### src/rtl/frame_seq_ctrl_if.sv
// Frame-buffer read port and outgoing valid/ready pixel stream of frame_seq_ctrl.
interface frame_seq_ctrl_if #(
  parameter int AW = 17,
  parameter int DW = 24
);
  logic          mem_rd;
  logic [AW-1:0] mem_addr;
  logic [DW-1:0] mem_data;
  logic          m_valid;
  logic          m_ready;
  logic [DW-1:0] m_data;
  logic          m_sof;
  logic          m_eol;

  modport master (
    output mem_rd, mem_addr, m_valid, m_data, m_sof, m_eol,
    input  mem_data, m_ready
  );

  modport slave (
    input  mem_rd, mem_addr, m_valid, m_data, m_sof, m_eol,
    output mem_data, m_ready
  );
endinterface

### src/rtl/frame_seq_ctrl.sv
// Raster readout sequencer: frame-buffer addressing, H/V blanking, 2-entry skid FIFO, frame count.
// Define SEQ_TPG_EN to replace memory pixels with a {row,col,frame} test pattern.
module frame_seq_ctrl #(
  parameter int NCOL   = 349,
  parameter int NROW   = 349,
  parameter int HBLANK = 4,
  parameter int VBLANK = 16,
  parameter int AW     = 17,
  parameter int DW     = 24
) (
  input  logic             clk,
  input  logic             rst,
  input  logic             start,
  input  logic             continuous,
  output logic             busy,
  output logic             frame_done,
  output logic [15:0]      frame_cnt,
  frame_seq_ctrl_if.master bus
);
  localparam int CW   = (NCOL > 1) ? $clog2(NCOL) : 1;
  localparam int RW   = (NROW > 1) ? $clog2(NROW) : 1;
  localparam int BMAX = (HBLANK > VBLANK) ? HBLANK : VBLANK;
  localparam int BW   = (BMAX > 0) ? $clog2(BMAX + 1) : 1;
  localparam logic [CW-1:0] COL_LAST = CW'(NCOL - 1);
  localparam logic [RW-1:0] ROW_LAST = RW'(NROW - 1);
  localparam logic [BW-1:0] HB_LAST  = BW'((HBLANK > 0) ? HBLANK - 1 : 0);
  localparam logic [BW-1:0] VB_LAST  = BW'((VBLANK > 0) ? VBLANK - 1 : 0);

  typedef enum logic [1:0] {S_IDLE, S_ACTIVE, S_HBLANK, S_VBLANK} state_t;

  typedef struct packed {
    logic [DW-1:0] pix;
    logic          sof;
    logic          eol;
    logic          lst;
  } ent_t;

  state_t        state;
  logic [CW-1:0] col;
  logic [RW-1:0] row;
  logic [BW-1:0] blank_cnt;
  logic [AW-1:0] addr;
  logic          rd_go;
  logic          p_vld, p_sof, p_eol, p_lst;
  ent_t          fifo0, fifo1, wr_ent;
  logic [1:0]    occ;
  logic          push, pop;

  // FIFO occupancy plus the read whose data is on mem_data now never exceeds two entries.
  assign rd_go = (state == S_ACTIVE) && ((occ + {1'b0, p_vld}) < 2'd2);
  assign push  = p_vld;
  assign pop   = bus.m_valid && bus.m_ready;

  assign busy         = (state != S_IDLE) || (occ != 2'd0) || p_vld;
  assign bus.mem_addr = addr;
  assign bus.m_valid  = (occ != 2'd0);
  assign bus.m_data   = fifo0.pix;
  assign bus.m_sof    = fifo0.sof;
  assign bus.m_eol    = fifo0.eol;

  always_ff @(posedge clk) begin
    if (rst) begin
      state     <= S_IDLE;
      col       <= '0;
      row       <= '0;
      blank_cnt <= '0;
      addr      <= '0;
    end else begin
      case (state)
        S_IDLE: begin
          if (start && !busy) begin
            state <= S_ACTIVE;
            col   <= '0;
            row   <= '0;
            addr  <= '0;
          end
        end
        S_ACTIVE: begin
          if (rd_go) begin
            addr <= addr + 1'b1;
            if (col == COL_LAST) begin
              col       <= '0;
              blank_cnt <= '0;
              if (row != ROW_LAST) begin
                row <= row + 1'b1;
                if (HBLANK > 0) state <= S_HBLANK;
              end else if (VBLANK > 0) begin
                state <= S_VBLANK;
              end else begin
                row   <= '0;
                addr  <= '0;
                state <= continuous ? S_ACTIVE : S_IDLE;
              end
            end else begin
              col <= col + 1'b1;
            end
          end
        end
        S_HBLANK: begin
          if (blank_cnt == HB_LAST) state <= S_ACTIVE;
          else                      blank_cnt <= blank_cnt + 1'b1;
        end
        S_VBLANK: begin
          if (blank_cnt == VB_LAST) begin
            row   <= '0;
            col   <= '0;
            addr  <= '0;
            state <= continuous ? S_ACTIVE : S_IDLE;
          end else begin
            blank_cnt <= blank_cnt + 1'b1;
          end
        end
        default: state <= S_IDLE;
      endcase
    end
  end

  // Sideband tags travel one cycle alongside the read so they meet mem_data at the FIFO.
  always_ff @(posedge clk) begin
    if (rst) begin
      p_vld      <= 1'b0;
      p_sof      <= 1'b0;
      p_eol      <= 1'b0;
      p_lst      <= 1'b0;
      occ        <= '0;
      fifo0      <= '0;
      fifo1      <= '0;
      frame_done <= 1'b0;
      frame_cnt  <= '0;
    end else begin
      p_vld <= rd_go;
      p_sof <= (row == '0) && (col == '0);
      p_eol <= (col == COL_LAST);
      p_lst <= (col == COL_LAST) && (row == ROW_LAST);
      if (pop) begin
        if (occ == 2'd2) fifo0 <= fifo1;
        else if (push)   fifo0 <= wr_ent;
      end else if (push) begin
        if (occ == 2'd0) fifo0 <= wr_ent;
        else             fifo1 <= wr_ent;
      end
      occ        <= occ + {1'b0, push} - {1'b0, pop};
      frame_done <= pop && fifo0.lst;
      if (pop && fifo0.lst) frame_cnt <= frame_cnt + 1'b1;
    end
  end

`ifdef SEQ_TPG_EN
  logic [DW-1:0] p_pix;
  logic          unused_mem_data;

  assign unused_mem_data = ^bus.mem_data;
  assign bus.mem_rd      = 1'b0;
  assign wr_ent          = '{pix: p_pix, sof: p_sof, eol: p_eol, lst: p_lst};

  always_ff @(posedge clk) begin
    if (rst) p_pix <= '0;
    else     p_pix <= DW'({8'(row), 8'(col), frame_cnt[7:0]});
  end
`else
  assign bus.mem_rd = rd_go;
  assign wr_ent     = '{pix: bus.mem_data, sof: p_sof, eol: p_eol, lst: p_lst};
`endif
endmodule

### src/flat_wrapper.sv
// flat-port wrapper written by rule: the top's interface ports become plain ports
module frame_seq_ctrl_flat 
#(
  parameter int NCOL   = 349,
  parameter int NROW   = 349,
  parameter int HBLANK = 4,
  parameter int VBLANK = 16,
  parameter int AW     = 17,
  parameter int DW     = 24
)
  (clk, rst, start, continuous, busy, frame_done, frame_cnt, bus_mem_rd, bus_mem_addr, bus_m_valid, bus_m_data, bus_m_sof, bus_m_eol, bus_mem_data, bus_m_ready);
  frame_seq_ctrl_if #(.AW(AW), .DW(DW)) bus_i ();
  input  logic clk;
  input  logic rst;
  input  logic start;
  input  logic continuous;
  output logic busy;
  output logic frame_done;
  output logic [15:0] frame_cnt;
  output wire logic [$bits(bus_i.mem_rd)-1:0] bus_mem_rd;
  output wire logic [$bits(bus_i.mem_addr)-1:0] bus_mem_addr;
  output wire logic [$bits(bus_i.m_valid)-1:0] bus_m_valid;
  output wire logic [$bits(bus_i.m_data)-1:0] bus_m_data;
  output wire logic [$bits(bus_i.m_sof)-1:0] bus_m_sof;
  output wire logic [$bits(bus_i.m_eol)-1:0] bus_m_eol;
  input wire logic [$bits(bus_i.mem_data)-1:0] bus_mem_data;
  input wire logic [$bits(bus_i.m_ready)-1:0] bus_m_ready;
  assign bus_mem_rd = bus_i.mem_rd;
  assign bus_mem_addr = bus_i.mem_addr;
  assign bus_m_valid = bus_i.m_valid;
  assign bus_m_data = bus_i.m_data;
  assign bus_m_sof = bus_i.m_sof;
  assign bus_m_eol = bus_i.m_eol;
  assign bus_i.mem_data = bus_mem_data;
  assign bus_i.m_ready = bus_m_ready;
  frame_seq_ctrl #(.NCOL(NCOL), .NROW(NROW), .HBLANK(HBLANK), .VBLANK(VBLANK), .AW(AW), .DW(DW)) u_core (.clk(clk), .rst(rst), .start(start), .continuous(continuous), .busy(busy), .frame_done(frame_done), .frame_cnt(frame_cnt), .bus(bus_i));
endmodule
### config.mk
export PLATFORM = sky130hd
export DESIGN_NAME = frame_seq_ctrl_flat
export DESIGN_NICKNAME = d
export VERILOG_FILES = /design/src/rtl/frame_seq_ctrl_if.sv /design/src/rtl/frame_seq_ctrl.sv /design/src/flat_wrapper.sv
export SDC_FILE = /design/constraint.sdc
export NUM_CORES = 1
export LEC_CHECK = 0
export BUFFER_PORTS_ARGS = -buffer_cell sky130_fd_sc_hd__buf_2
export CAP_MARGIN = 20
export CELL_PAD_IN_SITES_DETAIL_PLACEMENT = 0
export CELL_PAD_IN_SITES_GLOBAL_PLACEMENT = 1
export CORE_UTILIZATION = 26
export CTS_BUF_LIST = sky130_fd_sc_hd__clkbuf_16
export CTS_CLUSTER_SIZE = 10
export DETAILED_ROUTE_END_ITERATION = 12
export PLACE_DENSITY_LB_ADDON = 0.1
export SYNTH_ARGS = -nofsm -noshare
export SYNTH_HDL_FRONTEND = slang
export SYNTH_SLANG_ARGS = --single-unit
export TNS_END_PERCENT = 50
### constraint.sdc
create_clock -name clk -period 2.67 [get_ports clk]
set_input_delay 0.1335 -clock clk [delete_from_list [all_inputs] [get_ports clk]]
set_output_delay 0.1335 -clock clk [all_outputs]
set_load 0.01 [all_outputs]
==> flow_metrics.tcl <==
set metrics [dict create \
    pwr-share-seq 0.344 \
    swShare 0.337 \
    pre_cts_ws_ps 412 \
    fin_nets 783 \
    syn_area_per_cell_sq_um 8.47 \
    slew_headroom 0.480 \
    gp_congestion 0.753 \
    grt_antenna_before_repair 0 \
    yosysMostFrequentCell "dfxtp_1" \
    crit_type "register to register" \
    drc 0 \
    initial_core_util 0.265 \
    hold_start "continuous" \
    clock_power_share 0.355 \
    clockRootBuffer "clkbuf_16" \
    cts_resized 0 \
    cp_data_arrival_time_ps 2580 \
    grt_pass1_vias 4542 \
    async_reset_ff_frac 0 \
    first_iter_violations 176 \
    setup_viol 0 \
    cts-buffers-inserted 17 \
    fmax_mhz 443 \
    setup_ws_ps 414 \
    wirelength_um 14300 \
    leakagePower_nw 2.88 \
    io_pins 92 \
    cts.sinks 119 \
    status "finished clean" \
    firstDrtPassIters 5 \
    worstHoldPathType "input pin to register" \
    finalMaxSlewViolations 0 \
    max_cap_viol_count 0 \
    fp.dieH_um 148 \
    worstPathRequired_ps 3000 \
    ir_drop_mv 0.412 \
    endpoint_kind "register" \
    switchingPower_mw 2.18 \
    vias 4828 \
    final_util 0.332 \
    syn_to_final_growth_pct 25.3 \
    via_per_inst 4.68 \
    cts.clk_slew.worst_paths_ps 60 \
    rsz0062_at_grt "false" \
    n_antenna_cell 0 \
    critPathMaxFanout 10 \
    min_to "u_core.state[0]" \
    ant_nets 0 \
    cts_tree "done" \
    ys.flop_type "dfxtp_1" \
    hold_path_depth 3 \
    synth_seq_area_share 0.427 \
    fin_tns_setup_ps 0 \
    synth_commonest_cells "119 x dfxtp_1, 88 x nand2_1, 73 x nor2_1" \
    dieArea_sq_um 22000 \
    port_buffers 91 \
    dp_hpwl_um 9470 \
    period_needed_ps 2260 \
    wl_per_cell_um 13.9 \
    synthTopCellsByArea "dfxtp_1 43%, nand2_1 5.9%, mux2i_1 5.4%, a21oi_1 5.1%, nor2_1 4.9%" \
    reg2reg_depth 9 \
    max_slew.worst_pin.slew_ps 772 \
    power_density_nw_per_um2 926 \
    synth_cell_types 63 \
    cts_buffer_depth 2 \
    synth-edff-count 0 \
    fin_skew_ps 10.8 \
    cts.htree.levels 4 \
    grt_max_degree 58 \
    synth_top_area_frac 0.427 \
    die_w_um 148 \
    ys_ff_latch 119 \
    num_rows 53 \
    rr_startpoint "u_core.blank_cnt[0]" \
    drive_gt1_frac 0.203 \
    yosysTopAreaCell "dfxtp_1" \
    ff2ff_setup_slack_ps 410 \
    synth_area_sq_um 5570 \
    power_mw 6.47 \
    grt-ovfl-total 0 \
    worst_setup_path_start_kind "register" \
    min_period_over_period 0.845 \
    synth_cells 658 \
    track_usage 0.137 \
    grt_pass1_wl_um 23700 \
    r2r-end "u_core.col[4]" \
    yosysWarnings 0 \
    holdWs_ps 158 \
    hold_viol 0 \
    core_sq_um 21000 \
    pwr-share-comb 0.301 \
    clk_latency_ps 410 \
    intPower_mw 4.29 \
    syn_nets 697 \
]
[worst max path at each step]
stage	startpoint	endpoint	slack (ps)
2_1_floorplan	u_core.blank_cnt[0]	u_core.bus.mem_addr[6]	600
3_3_place_gp	u_core.blank_cnt[0]	u_core.row[1]	470
3_5_place_dp	u_core.blank_cnt[0]	u_core.row[4]	410
4_1_cts	u_core.blank_cnt[0]	u_core.col[6]	390
5_1_grt	u_core.blank_cnt[0]	u_core.col[4]	210
6_report	u_core.blank_cnt[0]	u_core.col[4]	410
[placed cells by master, fill, tap and decap left out, types with 4 or more instances in the layout]
cell             n
dfxtp_1        119
buf_2           90
nand2_1         88
nor2_1          73
a21oi_1         57
o21ai_0         36
mux2i_1         30
a211oi_1        27
dlygate4sd3_1   24
clkbuf_16       17
nand4_1         14
nand3_1         14
buf_4           14
inv_1           10
xor2_1          10
ha_1            10
and3_1           8
nor3_1           8
nand3b_1         7
a31oi_1          6
and2_1           5
clkinv_2         5
nand2b_1         4
or2_2            4
nor2b_1          4
xnor2_1          4
or3_1            4
o22a_1           4
nor4_1           4
[what timing repair did]
action                     CTS  global route
setup buffers                0             0
hold endpoints to repair    24             0
hold buffers                24             0
setup endpoints to repair    0             0
[state kept, by name, summed over array words and instances (netlist names), 2 cells and up]
| name | cells |
|---|---|
| u_core.fifo1 | 27 |
| u_core.bus.m_data | 24 |
| u_core.bus.mem_addr | 17 |
| u_core.frame_cnt | 16 |
| u_core.col | 9 |
| u_core.row | 9 |
| u_core.blank_cnt | 5 |
| u_core.occ | 2 |
| u_core.state | 2 |
[power groups by stage]
stage,clock [mW],sequential (mW),combinational [mW]
after floorplan,0,2.22,1.56
after global placement,0,2.26,1.94
after detailed placement,0,2.27,1.94
after CTS,2.37,2.23,1.98
after global routing,2.46,2.27,2.18
final,2.29,2.23,1.95
[logic make-up after synthesis]
group           after synthesis  share of synthesized area
fa+ha+maj                    10                     0.0224
buf+inv                      71                     0.0691
mux                          30                     0.0539
flops                       119                      0.427
xor+xnor                     15                     0.0249
compound gates              154                      0.178
simple gates                259                      0.225
[final cells by class]
class / count / area (sq um)
clock buffers: 17 / 425
clock inverters: 15 / 163
fillers: 2221 / 14000
inverters: 9 / 33.8
multi-input cells: 468 / 2820
flip-flops and latches: 119 / 2380
well taps: 275 / 344
repair buffers: 129 / 816
[critical path: stages, from the launching register on]
cell and delay [ps]:
dfxtp_1 330, ha_1 230, and3_1 190, ha_1 200, and3_2 220, o21bai_4 230
nor2_1 310, buf_4 220, o21ai_0 90, a21oi_1 140
[layer usage]
layer | GRT usage | vias to the layer above | wire [um]
met1 | 0.181 | 2260 | 7040
met2 | 0.216 | 92 | 6560
met4 | 0.0371 | 0 | 116
met3 | 0.0387 | 8 | 585
met5 | 0 | - | 0
li1 | - | 2468 | -
[stage by stage]
stage | cell area [sq um] | std cells
floorplan | 5570 | 658
global placement | 6150 | 976
detailed placement | 6150 | 976
CTS | 6980 | 1032
global route | 6980 | 1032
finish | 6980 | 1032
Power figures use the tool's default switching activity.
